`src/rtl/interrupt_controller.sv`:
```
// INTCON register, Timer0/INT flag capture and interrupt entry/return sequencing.
// Optional build macro INT_PIN_SYNC_EN adds a 2-flop synchroniser on int_pin.
module interrupt_controller #(
  parameter int              PC_W        = 13,
  parameter logic [PC_W-1:0] VECTOR_ADDR = 13'h004
) (
  input  logic            clk,
  input  logic            rst_n,
  input  logic [1:0]      q_count,
  input  logic            boundary_ok,
  input  logic            retfie_exec,
  input  logic            tmr0_ovf,
  input  logic            int_pin,
  input  logic            intcon_wr_en,
  input  logic [7:0]      intcon_wr_data,
  output logic [7:0]      intcon_rd_data,
  output logic            int_vector_en,
  output logic            int_flush,
  output logic [PC_W-1:0] int_vector_addr,
  output logic            int_active,
  output logic            wake
);

  typedef enum logic [1:0] {
    ST_IDLE    = 2'd0,
    ST_VECTOR  = 2'd1,
    ST_SERVICE = 2'd2
  } state_e;

  state_e state_q, state_d;
  logic   gie_q, gie_d;
  logic   intedg_q, intedg_d;
  logic   t0ie_q, t0ie_d;
  logic   inte_q, inte_d;
  logic   t0if_q, t0if_d;
  logic   intf_q, intf_d;
  logic   pin_prev_q;
  logic   pin_s;
  logic   edge_s;
  logic   pending_s;

`ifdef INT_PIN_SYNC_EN
  logic sync1_q, sync2_q;

  always_ff @(posedge clk or negedge rst_n) begin
    if (!rst_n) begin
      sync1_q <= 1'b0;
      sync2_q <= 1'b0;
    end else begin
      sync1_q <= int_pin;
      sync2_q <= sync1_q;
    end
  end

  assign pin_s = sync2_q;
`else
  assign pin_s = int_pin;
`endif

  // Edge is judged on the pin history only, so toggling INTEDG alone never fires.
  assign edge_s    = intedg_q ? (pin_s & ~pin_prev_q) : (~pin_s & pin_prev_q);
  assign pending_s = (t0if_q & t0ie_q) | (intf_q & inte_q);

  always_comb begin
    state_d  = state_q;
    gie_d    = gie_q;
    intedg_d = intedg_q;
    t0ie_d   = t0ie_q;
    inte_d   = inte_q;
    t0if_d   = t0if_q;
    intf_d   = intf_q;

    if (intcon_wr_en) begin
      gie_d    = intcon_wr_data[7];
      intedg_d = intcon_wr_data[6];
      t0ie_d   = intcon_wr_data[5];
      inte_d   = intcon_wr_data[4];
      t0if_d   = intcon_wr_data[2];
      intf_d   = intcon_wr_data[1];
    end else begin
      gie_d    = gie_q;
    end

    if (tmr0_ovf) begin
      t0if_d = 1'b1;
    end else begin
      t0if_d = t0if_d;
    end

    if (edge_s) begin
      intf_d = 1'b1;
    end else begin
      intf_d = intf_d;
    end

    // Entry decision looks only at registered values, so a same-cycle write cannot cancel it.
    case (state_q)
      ST_IDLE: begin
        if ((q_count == 2'd2) && gie_q && pending_s && boundary_ok) begin
          state_d = ST_VECTOR;
        end else begin
          state_d = ST_IDLE;
        end
      end
      ST_VECTOR: begin
        gie_d   = 1'b0;
        state_d = ST_SERVICE;
      end
      ST_SERVICE: begin
        if ((q_count == 2'd3) && retfie_exec) begin
          gie_d   = 1'b1;
          state_d = ST_IDLE;
        end else if (intcon_wr_en && intcon_wr_data[7]) begin
          state_d = ST_IDLE;
        end else begin
          state_d = ST_SERVICE;
        end
      end
      default: begin
        state_d = ST_IDLE;
      end
    endcase
  end

  always_ff @(posedge clk or negedge rst_n) begin
    if (!rst_n) begin
      state_q    <= ST_IDLE;
      gie_q      <= 1'b0;
      intedg_q   <= 1'b0;
      t0ie_q     <= 1'b0;
      inte_q     <= 1'b0;
      t0if_q     <= 1'b0;
      intf_q     <= 1'b0;
      pin_prev_q <= 1'b0;
    end else begin
      state_q    <= state_d;
      gie_q      <= gie_d;
      intedg_q   <= intedg_d;
      t0ie_q     <= t0ie_d;
      inte_q     <= inte_d;
      t0if_q     <= t0if_d;
      intf_q     <= intf_d;
      pin_prev_q <= pin_s;
    end
  end

  assign intcon_rd_data  = {gie_q, intedg_q, t0ie_q, inte_q, 1'b0, t0if_q, intf_q, 1'b0};
  assign int_vector_en   = (state_q == ST_VECTOR);
  assign int_flush       = (state_q == ST_VECTOR);
  assign int_active      = (state_q == ST_SERVICE);
  assign int_vector_addr = VECTOR_ADDR;
  assign wake            = pending_s;

endmodule

```
`config.mk`:
```
export PLATFORM = sky130hd
export DESIGN_NAME = interrupt_controller
export DESIGN_NICKNAME = d
export VERILOG_FILES = /design/src/rtl/interrupt_controller.sv
export SDC_FILE = /design/constraint.sdc
export NUM_CORES = 1
export LEC_CHECK = 0
export CAP_MARGIN = 20
export CORE_UTILIZATION = 37
export CTS_CLUSTER_DIAMETER = 80
export CTS_CLUSTER_SIZE = 30
export DETAILED_ROUTE_END_ITERATION = 7
export GPL_ROUTABILITY_DRIVEN = 0
export GPL_TIMING_DRIVEN = 0
export MAX_ROUTING_LAYER = met4
export PLACE_DENSITY = 0.84
export REMOVE_ABC_BUFFERS = 1
export SYNTH_ARGS = -nofsm -noshare
export SYNTH_HDL_FRONTEND = slang
export SYNTH_SLANG_ARGS = --single-unit
```
`constraint.sdc`:
```
create_clock -name clk -period 2 [get_ports clk]
set_input_delay 0.4 -clock clk [delete_from_list [all_inputs] [get_ports clk]]
set_output_delay 0.4 -clock clk [all_outputs]
set_load 0.01 [all_outputs]
```
==> impl_table.tex <==
\begin{tabular}{lr}
\hline
Metric & Value \\
\hline
\multicolumn{2}{l}{\textbf{Run status}} \\
Run status & completed \\
\multicolumn{2}{l}{\textbf{Power and ir drop}} \\
Leakage power figure & 0.346 nW \\
Max VDD drop & roughly 410 uV \\
Power per unit of standard cell area & a little over 600 nW/um\^{}2 \\
Total power & 0.478 mW \\
\multicolumn{2}{l}{\textbf{Final layout}} \\
Final nets & 99 \\
Number of diodes & 0 \\
Final Util & 50.5\% \\
Share of layout cells above drive strength 1 & 10.3\% \\
Fill cell total of the finished layout & 158 \\
Post-route cell area & approximately 770 sq um \\
Count of non-filler cells in the finished layout & 94 \\
Layout area overhead & 26.5\% \\
\multicolumn{2}{l}{\textbf{Logic synthesis}} \\
Register area share after synthesis & 37.0\% \\
Cell area after technology mapping & 608 sq um \\
Dominant cells by area after synthesis & dfrtp\_1 37\%, buf\_4 27\%, ha\_1 6.2\% \\
\#FFs+latches synth & 9 \\
Gate Count Post-Synth & 60 \\
Dominant cell type by area after synthesis & dfrtp\_1 \\
Top cell type's share of synthesized area & 37.0\% \\
Synth unique cells & 19 \\
YS warnings & 0 \\
Average instance area after synthesis & 10.1 sq um \\
\multicolumn{2}{l}{\textbf{Route}} \\
Drt first-iter violations & 4 \\
Via-per-instance ratio & 4.48 \\
First-pass detailed-route iteration total & 2 \\
Total Routed Length & about 970 um \\
Vias post-DR & 421 \\
Wire length per cell & 10.4 um \\
DRC violations left & 0 \\
Antenna Violating Nets Remaining & 0 \\
\multicolumn{2}{l}{\textbf{Placement}} \\
Hpwl dp & 782 um \\
Count of buffers from port buffering & 24 \\
Count of placed standard cells including taps & 90 \\
Placed standard-cell area & 741 sq um \\
DP Worst Slack & 0.354 ns \\
\multicolumn{2}{l}{\textbf{Timing}} \\
Minimum period implied by the final worst setup slack & 1.90 ns \\
RSZ-0062 raised after global routing & no \\
Fin crit share & between 90\% and 100\% \\
Worst hold slack & 0.431 ns \\
Max Freq & 0.528 GHz \\
Setup ws final & around 0.10 ns \\
Final setup viols & 0 \\
Number of pins exceeding their max-slew limit in the final report & 0 \\
Worst clock skew on the final layout & 0.00275 ns \\
Setup tns final & 0 ns \\
Hold violation count in the final report & 0 \\
\multicolumn{2}{l}{\textbf{Clocking}} \\
Clk root buf & clkbuf\_4 \\
H-Tree Depth & 1 \\
Clock tree from TritonCTS & done \\
Clock Sinks & 9 \\
Number of hold buffers added after cts & 0 \\
Inserted Clock Buffers & 3 \\
Max Buffers Root-to-Sink & 2 \\
Clock edge transition at the registers on the reported setup and hold paths & 0.06 ns \\
Clock network latency to the later pin of the worst-skew pair & 0.25 ns \\
\multicolumn{2}{l}{\textbf{Setup path}} \\
Launching element type of the critical path & register \\
CP Max Fanout & 3 \\
Req. time, crit path & 1.60 ns \\
Type of the worst setup path & reg2out \\
Crit path DAT & 1.50 ns \\
Endpoint class of the critical path & output pin \\
\multicolumn{2}{l}{\textbf{Floorplanning}} \\
Vertical die dimension & 42.5 um \\
Width of the chip & 42.5 um \\
Number of top-level design ports & 42 \\
Full die area & 1810 sq um \\
Placeable Area & 1520 sq um \\
Placement row count & 14 \\
Initial cell density of the core & around two fifths \\
\multicolumn{2}{l}{\textbf{GRT}} \\
Via count of the first global-routing pass & just over 400 \\
Wire length of the first global-routing pass & 1640 um \\
Maximum number of pins on one net before global-route repair & 10 \\
Antenna violations before repair & 0 \\
Total GRT Usage & 12.3\% \\
Overall overflow remaining after global route & 0 \\
\multicolumn{2}{l}{\textbf{Min path}} \\
Path class of the lowest-slack min-delay path & in2async \\
\multicolumn{2}{l}{\textbf{Run}} \\
Max-capacitance violation count & 0 \\
\hline
\end{tabular}
-- placed cells by master, fill, tap and decap left out, types with 2 or more instances in the layout --
cell	n
conb_1	15
mux2_2	3
nand2b_1	2
ha_1	2
nor2b_1	2
clkbuf_4	3
nand2_1	4
clkdlybuf4s50_1	24
inv_1	3
dfrtp_1	9
-- layer usage --
metal / track usage, % / wire [um]
met5: - / 0
met4: 5.00 / 0
met3: 2.59 / 91
met2: 21.5 / 494
met1: 13.4 / 387
-- sequential cells by signal, indices dropped and copies added, names as in the netlist --
signal,count
t0if_q,1
intf_q,1
inte_q,1
pin_prev_q,1
intedg_q,1
gie_q,1
state_q,2
t0ie_q,1
-- Yosys cell counts, drive strengths merged --
library cell  number
ha                 3
nand2b             2
nand2              4
a22o               1
nor4b              1
a32oi              1
mux2i              1
a41o               1
mux2               3
dfrtp              9
a211o              1
buf               23
inv                3
o221ai             1
nor2b              2
conb               2
nand3              1
nand4              1
-- power breakdown --
group | internal, mW | leakage [nW] | switching, mW
logic | 0.0769 | 0.223 | 0.0541
clock network | 0.0766 | 0.0150 | 0.0589
registers | 0.198 | 0.108 | 0.0131
-- final timing paths --
| path | from | endpoint | slack (ns) | cells past startpoint |
|---|---|---|---|---|
| setup reg to reg | state_q[0] | state_q[0] | 0.88 | 4 |
| max in group asynchronous | rst_n | gie_q | 1.29 | 1 |
| min in group clk | pin_prev_q | intf_q | 0.53 | 1 |
| hold reg to reg | pin_prev_q | intf_q | 0.53 | 1 |
| setup / recovery | state_q[0] | int_active | 0.10 | 3 |
| hold / removal | rst_n | pin_prev_q | 0.43 | 1 |
-- layout make-up --
class / count / area (sq um) / share of cell area, %
flip-flops and latches: 9 / 225 / 29.3
clock buffers: 4 / 26.3 / 3.41
inverters: 3 / 11.3 / 1.46
well taps: 16 / 20.0 / 2.60
multi-input cells: 38 / 246 / 32.0
repair buffers: 24 / 240 / 31.2
-- worst max-delay path: stages, from the launching register on --
cell             delay, ns
dfrtp_1               0.39
inv_1                 0.11
ha_2                  0.21
clkdlybuf4s50_1       0.53
-- logic make-up after synthesis --
kind of cell | count (synthesis) | synth area share, %
AND/OR/NAND/NOR | 11 | 9.88
other | 2 | 1.24
AO/OA/AOI/OAI | 5 | 7.61
buffers and inverters | 26 | 30.9
flip-flops | 9 | 37.0
multiplexers | 4 | 7.20
adder cells (fa/ha/maj) | 3 | 6.17
-- what timing repair did --
item | CTS | global route
gates resized for setup | 0 | 1
setup buffers | 0 | 0
endpoints found under the setup margin | 0 | 1
(Power assumes the default switching activity.)
